$ cat src/rtl/regwrite_trace_pkg.sv
// regwrite_trace_pkg
// Shared constants and the trace record layout for the register-write trace
// buffer. The default widths here match the top-level parameter defaults.
package regwrite_trace_pkg;

  localparam int DEF_DEPTH  = 8;
  localparam int DEF_ADDR_W = 5;
  localparam int DEF_DATA_W = 32;
  localparam int DEF_SEQ_W  = 16;

  // One register-update record at the default widths.
  typedef struct packed {
    logic [DEF_SEQ_W-1:0]  seq;
    logic [DEF_ADDR_W-1:0] addr;
    logic [DEF_DATA_W-1:0] data;
  } traceRec_t;

endpackage

$ cat src/rtl/regwrite_trace_fifo.sv
// trace_fifo
// Synchronous first-word-fall-through FIFO. The head entry is visible on dout
// whenever the FIFO is non-empty; dout reads as zero when empty so the
// downstream record fields are clean after reset.
// Ports:
//   clk, rst_n      clock, asynchronous active-low reset
//   push, din       enqueue request and data (accepted when not full, or
//                   when full but popping in the same cycle)
//   pop             dequeue request (ignored when empty)
//   dout            head entry
//   full, empty     occupancy flags
//   count           occupancy, 0..DEPTH
module trace_fifo #(
  parameter int DEPTH = 8,
  parameter int W     = 8
) (
  input  logic                     clk,
  input  logic                     rst_n,
  input  logic                     push,
  input  logic                     pop,
  input  logic [W-1:0]             din,
  output logic [W-1:0]             dout,
  output logic                     full,
  output logic                     empty,
  output logic [$clog2(DEPTH):0]   count
);

  localparam int AW = $clog2(DEPTH);
  localparam int CW = AW + 1;

  logic [W-1:0]  mem [DEPTH];
  logic [AW-1:0] wrPtr, rdPtr;
  logic          popOk, pushOk;

  assign empty  = (count == '0);
  assign full   = (count == CW'(DEPTH));
  assign popOk  = pop & ~empty;
  // A pop frees the slot the push needs, so full+pop still accepts the push.
  assign pushOk = push & (~full | popOk);

  always_ff @(posedge clk) begin
    if (pushOk) mem[wrPtr] <= din;
  end

  // DEPTH is a power of two, so the pointers wrap by natural overflow.
  always_ff @(posedge clk or negedge rst_n) begin
    if (!rst_n) begin
      wrPtr <= '0;
      rdPtr <= '0;
      count <= '0;
    end else begin
      if (pushOk) wrPtr <= wrPtr + AW'(1);
      if (popOk)  rdPtr <= rdPtr + AW'(1);
      count <= count + CW'(pushOk) - CW'(popOk);
    end
  end

  assign dout = empty ? '0 : mem[rdPtr];

endmodule

$ cat src/rtl/regwrite_trace.sv
// regwrite_trace
// Write-back trace buffer. Every register write to a non-zero register updates
// a shadow register file and is queued as a sequence-numbered record that a
// valid/ready sink drains. Records are lossless until the FIFO is full; beyond
// that they are dropped (the sequence number still advances so the sink can
// see the gap) and a sticky overflow flag is raised.
// Ports:
//   clk, rst_n                       clock, asynchronous active-low reset
//   wr_valid, wr_addr, wr_data       processor register-write port
//   trace_valid, trace_ready         head record handshake
//   trace_seq, trace_addr, trace_data  head record fields
//   count                            FIFO occupancy
//   overflow, clr_overflow           sticky drop flag and its clear
//   rd_addr, rd_data                 combinational shadow file read (r0 = 0)
//   drop_count                       saturating drop counter
// Build option: define REGWRITE_TRACE_DROPCNT_EN to implement drop_count;
// otherwise drop_count is tied to zero.
module regwrite_trace
  import regwrite_trace_pkg::*;
#(
  parameter int DEPTH  = DEF_DEPTH,
  parameter int ADDR_W = DEF_ADDR_W,
  parameter int DATA_W = DEF_DATA_W,
  parameter int SEQ_W  = DEF_SEQ_W
) (
  input  logic                     clk,
  input  logic                     rst_n,
  input  logic                     wr_valid,
  input  logic [ADDR_W-1:0]        wr_addr,
  input  logic [DATA_W-1:0]        wr_data,
  output logic                     trace_valid,
  input  logic                     trace_ready,
  output logic [SEQ_W-1:0]         trace_seq,
  output logic [ADDR_W-1:0]        trace_addr,
  output logic [DATA_W-1:0]        trace_data,
  output logic [$clog2(DEPTH):0]   count,
  output logic                     overflow,
  input  logic                     clr_overflow,
  input  logic [ADDR_W-1:0]        rd_addr,
  output logic [DATA_W-1:0]        rd_data,
  output logic [7:0]               drop_count
);

  typedef struct packed {
    logic [SEQ_W-1:0]  seq;
    logic [ADDR_W-1:0] addr;
    logic [DATA_W-1:0] data;
  } rec_t;

  localparam int NREG = 2 ** ADDR_W;

  logic             qual, pop, drop, full, empty;
  logic [SEQ_W-1:0] seq;
  rec_t             newRec, headRec;
  logic [DATA_W-1:0] shadow [NREG];

  // Writes to r0 are architecturally invisible and leave no trace at all.
  assign qual = wr_valid & (wr_addr != '0);
  assign pop  = trace_valid & trace_ready;
  assign drop = qual & full & ~pop;

  assign newRec = '{seq: seq, addr: wr_addr, data: wr_data};

  trace_fifo #(
    .DEPTH (DEPTH),
    .W     ($bits(rec_t))
  ) uFifo (
    .clk   (clk),
    .rst_n (rst_n),
    .push  (qual),
    .pop   (pop),
    .din   (newRec),
    .dout  (headRec),
    .full  (full),
    .empty (empty),
    .count (count)
  );

  assign trace_valid = ~empty;
  assign trace_seq   = headRec.seq;
  assign trace_addr  = headRec.addr;
  assign trace_data  = headRec.data;

  // Sequence advances on every qualified write, dropped or not.
  always_ff @(posedge clk or negedge rst_n) begin
    if (!rst_n) seq <= '0;
    else if (qual) seq <= seq + SEQ_W'(1);
  end

  always_ff @(posedge clk or negedge rst_n) begin
    if (!rst_n) begin
      for (int i = 0; i < NREG; i++) shadow[i] <= '0;
    end else if (qual) begin
      shadow[wr_addr] <= wr_data;
    end
  end

  // No bypass: a read in the write cycle sees the old value.
  assign rd_data = (rd_addr == '0) ? '0 : shadow[rd_addr];

  // A drop in the same cycle as the clear wins.
  always_ff @(posedge clk or negedge rst_n) begin
    if (!rst_n) overflow <= 1'b0;
    else if (drop) overflow <= 1'b1;
    else if (clr_overflow) overflow <= 1'b0;
  end

`ifdef REGWRITE_TRACE_DROPCNT_EN
  logic [7:0] dropCnt;

  always_ff @(posedge clk or negedge rst_n) begin
    if (!rst_n) begin
      dropCnt <= '0;
    end else if (drop) begin
      if (clr_overflow)            dropCnt <= 8'd1;
      else if (dropCnt != 8'hFF)   dropCnt <= dropCnt + 8'd1;
    end else if (clr_overflow) begin
      dropCnt <= '0;
    end
  end

  assign drop_count = dropCnt;
`else
  assign drop_count = '0;
`endif

endmodule
$ cat config.mk
export PLATFORM = sky130hd
export DESIGN_NAME = regwrite_trace
export DESIGN_NICKNAME = d
export VERILOG_FILES = /design/src/rtl/regwrite_trace_pkg.sv /design/src/rtl/regwrite_trace_fifo.sv /design/src/rtl/regwrite_trace.sv
export SDC_FILE = /design/constraint.sdc
export NUM_CORES = 2
export LEC_CHECK = 0
export ABC_AREA = 1
export CORE_ASPECT_RATIO = 0.8
export CORE_MARGIN = 5
export CORE_UTILIZATION = 44
export CTS_CLUSTER_DIAMETER = 60
export DETAILED_ROUTE_END_ITERATION = 16
export PLACE_DENSITY = 0.66
export SLEW_MARGIN = 10
export SYNTH_ARGS = -nofsm -noshare
export SYNTH_HDL_FRONTEND = slang
export SYNTH_SLANG_ARGS = --single-unit
export TNS_END_PERCENT = 100
$ cat constraint.sdc
create_clock -name clk -period 7.5 [get_ports clk]
set_input_delay 0.75 -clock clk [delete_from_list [all_inputs] [get_ports clk]]
set_output_delay 0.75 -clock clk [all_outputs]
set_load 0.01 [all_outputs]
After elaboration in Yosys (flattened, before gate mapping)
Memories as Yosys holds them, arrays and structs flattened.
Index checks and enable logic that the tools add are counted.
Storage, ports and cells
  flip-flop bits (word level): 1051
  latch bits: 0
  bits in writable memories: 424
  ROM bits: 0
  output and inout port bits: 99
  memories: 1
Memories
  uFifo.mem: words 8, bits a word 53, rd ports 1, clocked after Yosys merged registers in 0, wr ports 1, RTL line regwrite_trace_fifo.sv:31  | logic [W-1:0] mem [DEPTH];
Cells by class
  add/sub/neg operators: 5
  multiply operators: 0
  divide/modulo/power cells: 0
  order comparisons: 3
  equality and inequality tests: 1
  shifts and indexed selects: 0
  muxes and demuxes: 12
  bitwise gates (word level): 12
  reduce and logical (&&, ||, !) cells: 5
Operators with widths (number)
  bitwise mux 1024 bit: 1
  binary-select mux 32 bit (select 5 bit): 1
  demux 32 bit (select 5 bit): 1
  2-to-1 mux 32 bit: 4
  2-to-1 mux 53 bit: 1
  adder 16 x 1 -> 16 bit (second input constant): 1
  greater-or-equal comparator 6 bit (second input constant): 2
  NOT 5 -> 6 bit: 2
  adder 3 x 1 -> 3 bit (second input constant): 2
  bitwise AND 1 bit: 6
  < comparator 6 x 1 -> 1 bit (second input constant): 1
  zero test 5 bit: 1
  nonzero test 5 bit: 1
  adder 4 x 1 -> 4 bit: 1
  equality test 4 bit (second input constant): 1
  zero test 4 bit: 1
  2-to-1 mux 1 bit: 4
  subtractor 4 x 1 -> 4 bit: 1
  NOT 1 bit: 3
  nonzero test 2 bit: 1
  logical AND 1 bit: 1
  bitwise OR 1 bit: 1

Depth between registers and ports, before layout
  word-level depth: 8
  gate-level depth with buffers: 12

Modules after synthesis
From an unflattened synthesis, not the netlist that was laid out.
Unflattened totals
  cells, all modules: 7915
  area, all modules: 66555.1 µm²
By module, submodules not included
  regwrite_trace: times used 1, cells each 6002, area an instance 47322.9 µm², sequential area each 26050.0 µm²
  trace_fifo: times used 1, cells each 1913, area an instance 19232.2 µm², sequential area each 12982.5 µm²

Worst setup path after synthesis
OpenSTA, ideal clock, no wires.
  path type: input-to-reg
  from: input port wr_addr[2]
  to: memory uFifo.mem[6][0] (netlist name) (enable)
  setup time: 530 ps
  arrival: 4999 ps
  slack: 1971 ps
  stages on the path: 7
  path through: nor3_1 > nand2_1 > nand2_1 > inv_2 > nand2_1 > buf_2 > nor3_1
Between the ends
  longest elaborated chain between the ends: 5
Ends and longest elaborated chain
  start, declared: RTL line regwrite_trace.sv:29  | input logic [ADDR_W-1:0] wr_addr,
  nonzero test 5 bit: RTL line regwrite_trace.sv:58  | assign qual = wr_valid & (wr_addr != '0);
  bitwise AND 1 bit: RTL line regwrite_trace.sv:58
  bitwise AND 1 bit: RTL line regwrite_trace_fifo.sv:39  | assign pushOk = push & (~full | popOk);
  2-to-1 mux 1 bit: RTL line regwrite_trace_fifo.sv:42  | if (pushOk) mem[wrPtr] <= din;
  2-to-1 mux 1 bit (not written as such): RTL line regwrite_trace_fifo.sv:42
  end, declared: RTL line regwrite_trace_fifo.sv:31
Every way passes these cells.

Worst setup path after layout
  from: input port rd_addr[0]
  to: output port rd_data[1]
Between the ends
  longest elaborated chain between the ends: 5
  elaborated cells between the ends (all ways): 6
  those cells by class: mux (4); bitwise (1); reduce/logical (1)
Ends and longest elaborated chain
  start, declared: RTL line regwrite_trace.sv:39  | input logic [ADDR_W-1:0] rd_addr,
  NOT 5 -> 6 bit (not written as such): RTL line regwrite_trace.sv:99  | assign rd_data = (rd_addr == '0) ? '0 : shadow[rd_addr];
  binary-select mux 32 bit (select 5 bit): RTL line regwrite_trace.sv:99
  2-to-1 mux 32 bit (not written as such) (2 in series): RTL line regwrite_trace.sv:99
  2-to-1 mux 32 bit *: RTL line regwrite_trace.sv:99
  end, declared: RTL line regwrite_trace.sv:40  | output logic [DATA_W-1:0] rd_data,
Every way passes the cells marked *; elsewhere a longest branch is shown, timed or not. The select of a mux whose other input is x is not followed.

==> run_results.csv <==
group,metric,value,unit
clock_network,h-tree-depth,4,
clock_network,ctsResizeCount,0,
floorplan,row_count,125,
global_routing,grt_overflow_total,0,
final_layout,fill_cells,13300,
power,p_per_area,329,nW/um^2
worst_setup_path,end_kind,"output pin",
drt,drtIter0Drc,6239,
final_layout,drive_above_1_share,5.57,%
placed_design,dp_slack,2.37,ns
synthesis,synthCells,7312,
global_routing,grt_pass1_vias,48100,
clock_network,cts_made_buffers,153,
clock_network,clk_pin_slew,0.06,ns
synthesis,synthTopCellsByCount,"nand2_1 (2,152), o21ai_0 (1,216), dfrtp_1 (1,051)",
synthesis,synthDistinctLibCells,29,
placed_design,post-dp-hpwl,96100,um
power,power,23.6,mW
floorplan,core_area,145000,um^2
synthesis,synth_edf_count,424,
clock_network,cts_tree,"yes",
sta,clock_skew,0.0435,ns
sta,worst_slew_pin_slew,1.21,ns
synthesis,async_reset_ff_share,71.3,%
global_routing,grt_first_pass_wirelength,285000,um
synthesis,syn_area_per_cell,8.76,um^2
clock_network,clk_latency,0.79,ns
clock_network,clockRootBuffer,"clkbuf_16",
placed_design,finalWeightedCongestion,0.817,
flow_run,maxCapViolCount,0,
floorplan,initial_utilization,44.2,%
floorplan,fp.dieW,437,um
sta,setup_violations,0,
synthesis,ys.flop_type,"dfrtp_1",
worst_setup_path,crit_arrival,4.41,ns
sta,min_period,5.16,ns
drt,vias,50300,
final_layout,final_core_util,49.5,%
synthesis,synth_warnings,0,
worst_setup_path,start_kind,"input pin",
synthesis,ys_ff_latch,1475,
worst_setup_path,path_class,"in -> out",
floorplan,die_y,351,um
sta,final.setup.tns,0,ns
worst_hold_path,hold_path_class,"reg -> reg",
worst_setup_path,cp_max_fo,157,
sta,rsz0062_at_grt,"false",
synthesis,yosysMostFrequentCell,"nand2_1",
sta,slew_viol_final,0,
final_layout,final_area,71800,um^2
power,worst_ir_drop_vdd,0.294,mV
drt,avgViaCountPerCell,5.53,
sta,post-route-period-util,68.8,%
clock_network,clock-sinks,1475,
sta,fmax,0.194,GHz
drt,wire_per_inst,20.0,um
synthesis,yosysSeqAreaShare,60.9,%
floorplan,dieArea,153000,um^2
sta,layout_setup_ws,2.34,ns
synthesis,synth_area,64000,um^2
synthesis,synth_top_area_share,41.1,%
sta,hold_viol,0,
drt,wirelength,182000,um
outcome,status,"completed",
final_layout,fin_nets,7128,
synthesis,synth_area_leaders,"dfrtp_1 (41%), edfxtp_1 (20%), nand2_1 (13%)",
floorplan,io_pins,146,
drt,drc_errors,0,
global_routing,groute.usage.overall,23.6,%
drt,drt-pass1-iter-count,7,
drt,antenna_left,0,
final_layout,areaGrowthSynthToFinish,12.0,%
sta,relSlewSlack,19.0,%
placed_design,numPortBuffers,137,
power,p_leak,30.7,nW
synthesis,synth_top_area_cell,"dfrtp_1",
global_routing,antenna_found_initial,5,
clock_network,cts_setup_buffers,0,
clock_network,hold_buffers,1,
placed_design,dpl_cell_area,66400,um^2
clock_network,cts_buffer_depth,3,
global_routing,grt_max_degree,177,
worst_setup_path,required,6.75,ns
[sequential cells by signal, indices dropped and copies added (netlist names)]
signal	cells
shadow	1024
uFifo.mem	424
seq	16
uFifo.count	4
uFifo.rdPtr	3
uFifo.wrPtr	3
overflow	1
[cells in the final DEF (no fill, tap or decap), types with 4 or more instances in the layout]
cell             count
o21ai_1             31
buf_12              15
clkbuf_1            30
nor3_2               8
dfrtp_1           1049
clkinvlp_4           6
clkbuf_8            30
nor2_4               4
clkinv_4             5
nor3_1              14
bufinv_16           13
ha_1                 9
clkinv_8             4
edfxtp_1           424
nand3_1            691
nand2_1           2126
clkbuf_16          157
nor2_1             755
a31oi_1             53
inv_2                8
a21oi_1            164
clkdlybuf4s50_1    131
conb_1               8
clkinv_1             7
inv_1               62
clkinv_2            23
o21ai_0           1216
inv_6                9
xnor2_1              6
buf_4               76
nand2_2             26
xor2_1              13
[logic make-up after synthesis]
family,Yosys count,synth area share (%)
adder cells (fa/ha/maj),10,0.207
AO/OA/AOI/OAI,1465,11.6
XOR/XNOR,19,0.260
other,1,0.00586
flip-flops,1475,60.9
AND/OR/NAND/NOR,3634,22.8
buffers and inverters,708,4.23
[critical path: stages]
cell and delay (ns):
buf_8 0.36, inv_8 0.76, buf_4 0.62, nand2_1 0.11
nand3_1 0.11, nand3_1 0.09, nand2_1 0.10, nand2_1 0.05
nand3_1 0.14, nand2_1 0.07, nor2_1 0.32, clkdlybuf4s50_1 0.61
[per-stage QoR]
step                      hold slack [ns]  cells
after global routing                0.385   9107
after floorplan                     0.429   7319
final                               0.376   9107
after global placement              0.365   8820
after detailed placement            0.366   8820
after CTS                           0.381   9104
[where the power goes]
group / total (mW) / switching [mW] / leakage [nW] / internal [mW]
Clock: 7.90 / 3.28 / 2.58 / 4.63
Combinational: 5.17 / 3.22 / 10.8 / 1.96
Sequential: 10.5 / 0.747 / 17.4 / 9.78
Total: 23.6 / 7.24 / 30.7 / 16.4
[path summary, 6_finish.rpt]
check                               start                to  slack (ns)  cells after the start
min in group asynchronous           rst_n       shadow[382]        0.65                      2
max in group asynchronous           rst_n       shadow[539]        4.94                      4
max reg2reg                uFifo.count[2]  uFifo.mem[2][28]        3.60                      8
max                            rd_addr[0]        rd_data[1]        2.34                     12
min                          shadow[1011]      shadow[1011]        0.38                      0
min reg2reg                  shadow[1011]      shadow[1011]        0.38                      0
[layer usage]
layer | GRT usage [%] | vias up | wire (um)
li1 | - | 23700 | -
met1 | 32.5 | 24600 | 79700
met2 | 38.8 | 1716 | 85500
met3 | 3.29 | 285 | 11500
met4 | 7.70 | 0 | 5180
met5 | 0 | - | 0
[area by class of cell]
type                            instances  area [um^2]  area share [%]
Tap cell                             1905         2380            3.32
Inverter                               77          317           0.441
Clock buffer                          217         4450            6.21
Timing Repair Buffer                  228         2250            3.14
Sequential cell                      1475        39000            54.4
Clock inverter                         66          833            1.16
Antenna cell                            3         7.51          0.0105
Multi-Input combinational cell       5136        22500            31.3
No activity file was read; power rests on OpenSTA's default activity.
